`config.mk`:
```
export PLATFORM = sky130hd
export DESIGN_NAME = asu_riscv_divider
export DESIGN_NICKNAME = d
export VERILOG_FILES = /design/src/rtl/asu_riscv_divider_pkg.sv /design/src/rtl/asu_riscv_divider_step.sv /design/src/rtl/asu_riscv_divider.sv
export SDC_FILE = /design/constraint.sdc
export NUM_CORES = 1
export LEC_CHECK = 0
export ABC_AREA = 1
export BUFFER_PORTS_ARGS = -buffer_cell sky130_fd_sc_hd__buf_2
export CORE_MARGIN = 3
export CORE_UTILIZATION = 52
export DETAILED_ROUTE_END_ITERATION = 16
export PLACE_DENSITY = 0.7
export SLEW_MARGIN = 10
export SYNTH_ARGS = -nofsm -noshare
export SYNTH_HDL_FRONTEND = slang
export SYNTH_HIERARCHICAL = 1
export SYNTH_SLANG_ARGS = --single-unit
```
`constraint.sdc`:
```
create_clock -name clk -period 3 [get_ports clk]
set_input_delay 0.45 -clock clk [delete_from_list [all_inputs] [get_ports clk]]
set_output_delay 0.45 -clock clk [all_outputs]
set_load 0.05 [all_outputs]
```
`src/rtl/asu_riscv_divider_pkg.sv`:
```
// Shared definitions for the multi-cycle RISC-V M-extension divider:
// op encodings, FSM states and divider constants.
package asu_riscv_divider_pkg;

  localparam int unsigned DIV_STEPS    = 32;
  localparam logic [31:0] OVF_DIVIDEND = 32'h8000_0000;

  typedef enum logic [1:0] {
    OP_DIV  = 2'b00,
    OP_DIVU = 2'b01,
    OP_REM  = 2'b10,
    OP_REMU = 2'b11
  } div_op_e;

  typedef enum logic [2:0] {
    S_IDLE = 3'd0,
    S_PREP = 3'd1,
    S_ITER = 3'd2,
    S_FIX  = 3'd3,
    S_DONE = 3'd4
  } div_state_e;

  function automatic logic [31:0] cond_neg(input logic neg, input logic [31:0] v);
    return neg ? (~v + 32'd1) : v;
  endfunction

endpackage

```
`src/rtl/asu_riscv_divider_step.sv`:
```
// One restoring radix-2 division step: shift in the next dividend bit,
// trial-subtract the divisor and restore on borrow.
module asu_div_step #(
  parameter int unsigned XLEN = 32
) (
  input  logic [XLEN-1:0] rem_i,
  input  logic [XLEN-1:0] quo_i,
  input  logic [XLEN-1:0] div_i,
  output logic [XLEN-1:0] rem_o,
  output logic [XLEN-1:0] quo_o
);

  logic [XLEN:0] shifted;
  logic [XLEN:0] diff;

  always_comb begin
    shifted = {rem_i, quo_i[XLEN-1]};
    diff    = shifted - {1'b0, div_i};
    // Partial remainder stays below the divisor, so the top bit is a clean borrow flag.
    if (!diff[XLEN]) begin
      rem_o = diff[XLEN-1:0];
      quo_o = {quo_i[XLEN-2:0], 1'b1};
    end else begin
      rem_o = shifted[XLEN-1:0];
      quo_o = {quo_i[XLEN-2:0], 1'b0};
    end
  end

endmodule

```
`src/rtl/asu_riscv_divider.sv`:
```
// Iterative 32-bit divider for DIV/DIVU/REM/REMU with valid/ready handshakes.
// Optional macro ASU_DIV_EARLY_EXIT_EN short-cuts |dividend| < |divisor|.
module asu_riscv_divider
  import asu_riscv_divider_pkg::*;
#(
  parameter int unsigned XLEN = 32
) (
  input  logic            clk,
  input  logic            nrst,
  input  logic            req_valid_i,
  output logic            req_ready_o,
  input  logic [1:0]      op_i,
  input  logic [XLEN-1:0] op_a_i,
  input  logic [XLEN-1:0] op_b_i,
  input  logic            kill_i,
  output logic            res_valid_o,
  input  logic            res_ready_i,
  output logic [XLEN-1:0] result_o,
  output logic            busy_o
);

  div_state_e      state_q, state_d;
  logic [1:0]      op_q, op_d;
  logic [XLEN-1:0] a_q, a_d, b_q, b_d;
  logic [XLEN-1:0] rem_q, rem_d, quo_q, quo_d, div_q, div_d;
  logic [XLEN-1:0] res_q, res_d;
  logic            qneg_q, qneg_d, rneg_q, rneg_d;
  logic [5:0]      cnt_q, cnt_d;

  logic [XLEN-1:0] step_rem, step_quo;
  logic [XLEN-1:0] abs_a, abs_b;
  logic            signed_op, sa, sb;

  asu_div_step #(.XLEN(XLEN)) u_step (
    .rem_i (rem_q),
    .quo_i (quo_q),
    .div_i (div_q),
    .rem_o (step_rem),
    .quo_o (step_quo)
  );

  always_comb begin
    state_d   = state_q;
    op_d      = op_q;
    a_d       = a_q;
    b_d       = b_q;
    rem_d     = rem_q;
    quo_d     = quo_q;
    div_d     = div_q;
    res_d     = res_q;
    qneg_d    = qneg_q;
    rneg_d    = rneg_q;
    cnt_d     = cnt_q;
    signed_op = (op_q == OP_DIV) || (op_q == OP_REM);
    sa        = signed_op & a_q[XLEN-1];
    sb        = signed_op & b_q[XLEN-1];
    abs_a     = cond_neg(sa, a_q);
    abs_b     = cond_neg(sb, b_q);

    case (state_q)
      S_IDLE: begin
        if (req_valid_i) begin
          state_d = S_PREP;
          op_d    = op_i;
          a_d     = op_a_i;
          b_d     = op_b_i;
        end
      end
      S_PREP: begin
        div_d   = abs_b;
        rem_d   = '0;
        quo_d   = abs_a;
        qneg_d  = sa ^ sb;
        rneg_d  = sa;
        cnt_d   = '0;
        state_d = S_ITER;
        // Special cases preload final values and pass through FIX with signs cleared.
        if (b_q == '0) begin
          quo_d   = '1;
          rem_d   = a_q;
          qneg_d  = 1'b0;
          rneg_d  = 1'b0;
          state_d = S_FIX;
        end else if (signed_op && (a_q == OVF_DIVIDEND) && (b_q == '1)) begin
          quo_d   = OVF_DIVIDEND;
          rem_d   = '0;
          qneg_d  = 1'b0;
          rneg_d  = 1'b0;
          state_d = S_FIX;
        end
`ifdef ASU_DIV_EARLY_EXIT_EN
        else if (abs_a < abs_b) begin
          quo_d   = '0;
          rem_d   = a_q;
          qneg_d  = 1'b0;
          rneg_d  = 1'b0;
          state_d = S_FIX;
        end
`else
`endif
      end
      S_ITER: begin
        rem_d = step_rem;
        quo_d = step_quo;
        cnt_d = cnt_q + 6'd1;
        if (cnt_q == 6'(DIV_STEPS - 1)) state_d = S_FIX;
      end
      S_FIX: begin
        res_d   = op_q[1] ? cond_neg(rneg_q, rem_q) : cond_neg(qneg_q, quo_q);
        state_d = S_DONE;
      end
      S_DONE: begin
        if (res_ready_i) begin
          state_d = S_IDLE;
          res_d   = '0;
        end
      end
      default: state_d = S_IDLE;
    endcase

    if (kill_i) begin
      state_d = S_IDLE;
      res_d   = '0;
    end
  end

  always_ff @(posedge clk or negedge nrst) begin
    if (!nrst) begin
      state_q <= S_IDLE;
      op_q    <= '0;
      a_q     <= '0;
      b_q     <= '0;
      rem_q   <= '0;
      quo_q   <= '0;
      div_q   <= '0;
      res_q   <= '0;
      qneg_q  <= 1'b0;
      rneg_q  <= 1'b0;
      cnt_q   <= '0;
    end else begin
      state_q <= state_d;
      op_q    <= op_d;
      a_q     <= a_d;
      b_q     <= b_d;
      rem_q   <= rem_d;
      quo_q   <= quo_d;
      div_q   <= div_d;
      res_q   <= res_d;
      qneg_q  <= qneg_d;
      rneg_q  <= rneg_d;
      cnt_q   <= cnt_d;
    end
  end

  assign req_ready_o = (state_q == S_IDLE);
  assign busy_o      = (state_q != S_IDLE);
  assign res_valid_o = (state_q == S_DONE);
  assign result_o    = res_valid_o ? res_q : '0;

endmodule

```
== Yosys cells after proc, flatten, opt, wreduce, memory -nomap -nowiden ==
Index checks and enable logic that the tools add are counted.

* Bitwise operators: 7
* Equal/unequal tests: 11
* Reduce and logical (&&, ||, !) cells: 12
* Multiplexer cells: 28
* $add $sub $neg: 6

{| class="wikitable"
|+ Operator list
! cell !! number
|-
| $mux 32 || 12
|-
| $pmux 32 s2 || 3
|-
| $add 32x1->32 const B || 4
|-
| $not 32->32 || 4
|-
| $eq 32x32->1 const B || 2
|-
| $sub 33x32->33 || 1
|-
| $logic_not 32->1 || 1
|-
| $pmux 3 s5 || 1
|-
| $mux 3 || 4
|-
| $pmux 6 s2 || 1
|-
| $mux 1 || 7
|-
| $add 6x1->6 const B || 1
|-
| $eq 3x2->1 const B || 2
|-
| $eq 6x5->1 const B || 1
|-
| $ne 3x2->1 const B || 2
|-
| $reduce_bool 3->1 || 2
|-
| $reduce_and 2->1 || 2
|-
| $eq 3x1->1 const B || 1
|-
| $eq 3x3->1 const B || 1
|-
| $logic_not 3->1 || 1
|-
| $ne 3x3->1 const B || 1
|-
| $reduce_and 3->1 || 1
|-
| $and 1x1->1 || 2
|-
| $eq 2x2->1 const B || 1
|-
| 5 further kinds || 6
|}

* Input bits: 71
* Output and inout port bits: 35
* Word-level logic and storage cells: 75
* Register bits after elaboration: 205

== Depth between registers and ports, before layout ==
Gate-level depths: netlist of the first run.

* Word-level depth: 8
* Gate-level depth with buffers: 19
* Depth with buffers taken out: 18

== Cells and area by module ==
Netlist of the first run, hierarchy kept.

{| class="wikitable"
|+ By module, submodules not included
! module !! cells an instance !! seq. area each (sq um) !! instances !! area an instance (sq um)
|-
| asu_riscv_divider || 1856 || 5129.9 || 1 || 12788.5
|-
| asu_div_step || 714 || 0.0 || 1 || 3395.8
|}

== Worst setup path after synthesis of the first run ==
No wires, ideal clock.

* Path type: reg-to-reg
* Start point: register quo_q[31]
* End point: register rem_q[18]
* Period minus slack after synthesis: 2.264 ns
* Setup slack: 0.736 ns
* Required time: 2.869 ns
* Data arrival time: 2.133 ns
* Cell stages (with the launch flop): 19
* Setup time: 0.131 ns
* Cells stage by stage: dfrtp_1 > inv_1 > ha_1 > fa_1 > inv_1 > nand2_1 > nand2_1 > nand3_1 > nand2_2 > nand2_1 > nand2_2 > nand2_2 > nand3_1 > nand2_4 > buf_4 > nand2_1 > nand2_1 > nand2_1 > o211ai_1

* Word-level cells in the longest chain between the ends: 3

{| class="wikitable"
|+ Ends and longest elaborated chain
! what !! line !! source
|-
| start, declared || asu_riscv_divider.sv:25 || <nowiki>logic [XLEN-1:0] rem_q, rem_d, quo_q, quo_d, div_q, div_d;</nowiki>
|-
| start signal, assigned || asu_riscv_divider.sv:146 || <nowiki>quo_q <= quo_d;</nowiki>
|-
| $sub 33x32->33 || asu_riscv_divider_step.sv:18 || <nowiki>diff = shifted - {1'b0, div_i};</nowiki>
|-
| $mux 32 || asu_riscv_divider_step.sv:20 || <nowiki>if (!diff[XLEN]) begin</nowiki>
|-
| net step_rem[18] || asu_riscv_divider.sv:30 || <nowiki>logic [XLEN-1:0] step_rem, step_quo;</nowiki>
|-
| $pmux 32 s2 || asu_riscv_divider.sv:60 || <nowiki>case (state_q)</nowiki>
|-
| end signal, assigned || asu_riscv_divider.sv:145 || <nowiki>rem_q <= rem_d;</nowiki>
|-
| end, declared || asu_riscv_divider.sv:25 ||
|}

The timed path passes the listed nets, and every way through them passes these cells.
A chain may end at the register's enable or synchronous reset.

== Worst setup path in the final report of the first run ==
* Start point: register quo_q[31]
* End point: register rem_q[11]

The elaborated chain is that of the path after synthesis.

==> flow_summary.toml, run 1 <==
[timing]
final.period_utilization_pct = 89.45
hold_violations = 0
rsz0062_at_grt = "false"
setup_viol = 0
finalMaxSlewViolations = 0
tns_ps = 0
whs_ps = 99.99
tightest_slew_ps = 861.0
max-slew-margin-rel_pct = 41.87
skew_ps = 12.28
finalWorstPathRequiredPeriod_ps = 2684
setup_ws_ps = 316.5
max_freq_ghz = 0.3726

[worst_setup_path]
r2r-start = "quo_q[31]"
critPathMaxFanout = 33
cp.required_ps = 3460
crit_path_start_kind = "flip-flop"
crit_chain = "inv_1 > ha_1 > fa_1 > inv_1 > nand2_1 > nand2_1 > nand3_1 > nand2_2 > nand2_1 > nand2_2 > nand2_2 > nand2_2 > nand2_2 > nand2_4 > nand2_1 > nand2_1 > nand2_1 > o211ai_1"
setup.worst_path.class = "flip-flop to flip-flop"
critPathTopFamily = "simple AND/OR/NAND/NOR gates"
critPathMaxStageDelay_ps = 430
slowest_stage = "dfrtp_1"
cp.arrival_ps = 3150
r2r_slack_ps = 320
crit_buf_inv = 2
crit_path_end_kind = "flip-flop"
cp_common_cell = "nand2_1"
r2r.worst_path.cells = 18
r2r_end = "rem_q[11]"

[synthesis]
synth_seq_area_share_pct = 31.70
synth_fp_nets = 2680
ys.flop_type = "dfrtp_1"
synthCells = 2570
avgSynthCellArea_um2 = 6.297
netlist_area_um2 = 16180
yosysMostFrequentCell = "nand2_1"
synth_common_cells = "nand2_1 (809), inv_1 (363), nor2_1 (286)"
ys_types = 46
yosysWarnings = 6
synth_edf_count = 0
synth-seq-cells = 205
synthTopCellsByArea = "dfrtp_1 (32%), nand2_1 (19%), inv_1 (8.4%)"
yosysTopAreaCellShare_pct = 31.70
synth_area_leader_cell = "dfrtp_1"
async_flop_share_pct = 100.0

[clock_tree]
clockBufferDepth = 3
clk_latency_ps = 560
holdBufCountCts = 1
htreeDepth = 1
cts_resized = 0
cts_setup_buffers = 0
root_buffer = "clkbuf_16"
cts.sinks = 205
cts_tree = "done"
clk_pin_slew_ps = 60
cts_buffers = 25

[pwr]
p_leak_nw = 9.406
power_mw = 20.64
powerDensity_nw_per_um2 = 1170
ir_drop_mv = 0.5971

[routing]
ant_nets = 0
vias = 16980
wirelength_um = 55090
dr.pass1.iters = 5
drc = 0
vias_per_cell = 5.609
first_iter_violations = 2008
avgRoutedWirePerCell_um = 18.20

[placed_design]
hpwl_um = 43430
post_dp_cell_area_um2 = 16810
gp_congestion = 1.022
placed_cells = 2981
pre_cts_ws_ps = 388.9
portBuffers = 105

[layout]
diodes = 0
fill_cells = 2995
nets = 2729
area_delta_synth_final_pct = 8.991
fin_cells = 3027
drive_gt1_share_pct = 9.367
finalInstanceArea_um2 = 17640
postLayoutCoreUtil_pct = 58.43

[global_route]
grt_pass1_vias = 16060
grt_pass1_wl_um = 87460
track_usage_pct = 33.02
antenna_found_initial = 0
overflow = 0
grt_max_degree = 74

[worst_hold_path]
hp-class = "input port to flip-flop"
holdPathEnd = "state_q[1]"
worstHoldPathCells = 2
min_from = "kill_i"

[floorplanning]
fp-row-count = 63
start_util_pct = 53.61
die_area_um2 = 33280
ioPinCount = 106
die_w_um = 182.4
fp.dieH_um = 182.4
core-area_um2 = 30190

[job]
timing.max_cap.violations = 0

[status]
status = "finished clean"
-- layer usage --
metal	up-vias	GRT usage (%)	routed length (um)
met5	-	0	0
met4	0	10.51	2002
met3	119	5.222	4880
met2	800	50.02	23420
met1	7841	48.45	24790
li1	8219	-	-
-- logic make-up after synthesis --
family	Yosys count	share of synthesized area, %
compound gates	313	10.94
xor+xnor	51	2.760
fa+ha+maj	39	3.061
buf+inv	490	12.87
flops	205	31.70
mux	9	0.6262
simple gates	1463	38.04
-- how the worst max path moves through the flow --
stage	depth (start not counted)	endpoint	start
floorplan	18	rem_q[18]	quo_q[31]
global placement	18	rem_q[27]	quo_q[31]
detailed placement	18	rem_q[29]	quo_q[31]
CTS	18	rem_q[26]	quo_q[31]
global route	18	rem_q[1]	quo_q[31]
finish	18	rem_q[11]	quo_q[31]
-- worst register-to-register path, stage by stage, from the launching register on --
cell and delay, ps:
dfrtp_1 430, inv_1 70, ha_1 220, fa_1 410, inv_1 100, nand2_1 50, nand2_1 70, nand3_1 80
nand2_2 120, nand2_1 70, nand2_2 80, nand2_2 70, nand2_2 80, nand2_2 60, nand2_4 300, nand2_1 100
nand2_1 80, nand2_1 60, o211ai_1 120
-- report_power, final --
| group | total [mW] | switching, mW | leakage, nW | internal [mW] |
|---|---|---|---|---|
| clock network | 3.05 | 1.26 | 0.395 | 1.79 |
| registers | 5.21 | 1.50 | 2.54 | 3.71 |
| logic | 12.4 | 8.51 | 6.47 | 3.87 |
| total | 20.6 | 11.3 | 9.41 | 9.37 |
-- cell usage in the layout (no fill, tap or decap), drive strengths merged --
| cell | n |
|---|---|
| bufinv | 2 |
| or2 | 5 |
| ha | 38 |
| dfrtp | 205 |
| clkinvlp | 3 |
| nor2 | 299 |
| clkinv | 6 |
| clkbuf | 35 |
| nand3b | 6 |
| o21bai | 9 |
| a22o | 1 |
| buf | 133 |
| fa | 1 |
| o31ai | 2 |
| and2 | 4 |
| o211ai | 38 |
| nand4 | 44 |
| and3 | 1 |
| o21ai | 125 |
| inv | 377 |
| nor3 | 30 |
| xnor2 | 2 |
| a32o | 1 |
| a22oi | 1 |
| a21oi | 113 |
| nand2 | 821 |
| o221ai | 2 |
| o311ai | 1 |
| xor2 | 49 |
| mux2 | 9 |
| a31oi | 2 |
| dlygate4sd3 | 1 |
| o22ai | 18 |
| nand3 | 253 |
-- final cells by class --
class                   instances  area, um^2  area share (%)
well taps                     390       488.0           2.766
clock inverters                11       127.6          0.7235
repair buffers                135       799.5           4.533
clock buffers                  34       689.4           3.908
multi-input cells            1875        8990           50.96
flip-flops and latches        205        5130           29.08
inverters                     377        1415           8.022
-- state kept, by name, summed over array words and instances, names as in the netlist --
signal and count:
qneg_q 1, rneg_q 1, state_q 3, b_q 32, quo_q 32, res_q 32
op_q 2, rem_q 32, a_q 32, div_q 32, cnt_q 6
No activity file was read; power rests on OpenSTA's default activity.
==> run 2, diff against run 1 <==
CORE_UTILIZATION = 45   (was 52)
PLACE_DENSITY = not set   (was 0.7)
==> run 2 against run 1 <==
Flip-flop and latch count is the same. Cell count grew 2.4%. Via count shrank 1.6%. Non-clock buffer count grew 4. Critical path depth shrank 1. Final area grew 1.1%. Worst setup slack gained 16 ps.
==> flow_summary.toml, run 2 (synthesis gave the netlist of run 1 again) <==
[layout]
final_common_cell = "nand2_1"
diodes = 0
area_delta_synth_final_pct = 10.18
fill_cells = 3657
drive_gt1_share_pct = 9.716
final_cell_mix = "nand2_1 (807), inv_1 (363), nor2_1 (285), nand3_1 (245), dfrtp_1 (205)"
nets = 2735

[worst_setup_path]
crit_end = "rem_q[2]"
cp_common_cell = "nand2_1"
setup.worst_path.class = "flip-flop to flip-flop"
r2r_slack_ps = 330
path_depth = 17
crit_path_end_kind = "flip-flop"
r2r-start = "quo_q[31]"
cp.arrival_ps = 3100
r2r_end = "rem_q[2]"
r2r.worst_path.cells = 17
cp.required_ps = 3430
crit_chain = "inv_1 > ha_1 > fa_1 > inv_1 > nand2_1 > nand2_1 > nand3_1 > nand2_2 > nand2_1 > nand2_2 > nand2_2 > nand3_1 > nand2_8 > nand2_1 > nand2_1 > nand2_1 > o211ai_1"
crit_buf_inv = 2
critPathTopFamily = "simple AND/OR/NAND/NOR gates"
critPathMaxStageDelay_ps = 410
cp-startpoint = "quo_q[31]"
critPathMaxFanout = 33
slowest_stage = "dfrtp_1"
crit_path_start_kind = "flip-flop"

[clock_tree]
cts_tree = "done"
cts.sinks = 205
cts_setup_buffers = 0
htreeDepth = 1
root_buffer = "clkbuf_16"
cts_buffers = 27
clk_latency_ps = 570
clk_pin_slew_ps = 60
clockBufferDepth = 3

[routing]
ant_nets = 0
wirelength_um = 57950
vias = 16700
drc = 0
first_iter_violations = 1622
dr.pass1.iters = 6
vias_per_cell = 5.387
avgRoutedWirePerCell_um = 18.69

[placed_design]
portBuffers = 105
pre_cts_ws_ps = 363.0
gp_congestion = 0.9877
hpwl_um = 45550

[floorplanning]
core-area_um2 = 34970
fp.dieH_um = 195.6
fp-row-count = 68
die_w_um = 195.6
ioPinCount = 106
start_util_pct = 46.28
die_area_um2 = 38280

[status]
status = "finished clean"

[global_route]
grt_pass1_wl_um = 90170
grt_pass1_vias = 15730
track_usage_pct = 29.83
antenna_found_initial = 0
overflow = 0
grt_max_degree = 74

[pwr]
ir_drop_mv = 0.6433
sw_frac_of_total_pct = 54.68
switching_power_mw = 11.50
internal-power_mw = 9.530
p_leak_nw = 9.470
p_comb_share_pct = 59.5
p_seq_share_pct = 24.9
powerDensity_nw_per_um2 = 1179
pwr-share-clk_pct = 15.6

[timing]
rsz0062_at_grt = "false"
hold_violations = 0
skew_ps = 20.32
finalWorstPathRequiredPeriod_ps = 2667
max-slew-margin-rel_pct = 49.64
setup_viol = 0
max_freq_ghz = 0.3749
tns_ps = 0
final.period_utilization_pct = 88.92
setup_ws_ps = 332.5
tightest_slew_ps = 755.4
finalMaxSlewViolations = 0

[worst_hold_path]
hp-class = "input port to flip-flop"

[job]
timing.max_cap.violations = 0
-- run 2: changes by cell type in the layout (fill, tap and decap cells not counted), sizes merged --
cell      before  now
buf          133  137
clkinvlp       3    2
clkinv         6   10
clkbuf        35   36
-- run 2: cell type report --
| cell class | count | area [um^2] | share of cell area (%) |
|---|---|---|---|
| multi-input combinational | 1875 | 9007 | 50.51 |
| clock inverter | 14 | 147.6 | 0.8280 |
| tap | 455 | 569.3 | 3.193 |
| sequential | 205 | 5130 | 28.77 |
| clock buffer | 35 | 745.7 | 4.182 |
| inverter | 377 | 1415 | 7.936 |
| timing repair buffer | 139 | 817.0 | 4.582 |
-- run 2: metal layers --
metal / part of all wire [%] / vias to the layer above / GRT usage (%)
met5: 0 / - / 0
met4: 2.8 / 0 / 8.054
met3: 7.3 / 88 / 3.865
met2: 42 / 624 / 44.47
met1: 47 / 7750 / 45.39
li1: - / 8239 / -
-- run 2: worst min path at each step --
stage | from | end | slack, ps | depth (start not counted)
after detailed placement | nrst | div_q[27] | 450 | 1
after global routing | op_a_i[8] | a_q[8] | 100 | 2
after CTS | kill_i | state_q[1] | 70 | 2
after global placement | nrst | div_q[1] | 450 | 1
after floorplan | nrst | a_q[0] | 150 | 0
final | kill_i | state_q[1] | 90 | 2
-- run 2: timing repair --
action,4_1_cts,5_1_grt
endpoints found under the setup margin,0,3
hold buffers,1,0
hold endpoints to repair,48,0
gates resized for setup,0,2
-- run 2: through the flow --
step | power, mW | instances | hold WS [ps] | util, % | cell area, um^2
2_1_floorplan | 13.89 | 2570 | 154.4 | - | 16180
3_5_place_dp | 17.45 | 3050 | 451.5 | 48.36 | 16910
4_1_cts | 20.80 | 3100 | 69.17 | 50.94 | 17810
6_report | 21.03 | 3100 | 92.50 | 50.99 | 17830
3_3_place_gp | 17.36 | 3050 | 450.8 | 48.36 | 16910
5_1_grt | 22.88 | 3100 | 102.4 | 50.99 | 17830
-- run 2: power groups by stage --
stage,clock network (mW),logic (mW),registers [mW]
CTS,3.31,12.3,5.18
global placement,0,12.1,5.21
floorplan,0,9.36,4.53
detailed placement,0,12.2,5.22
global route,3.45,14.1,5.35
finish,3.27,12.5,5.24
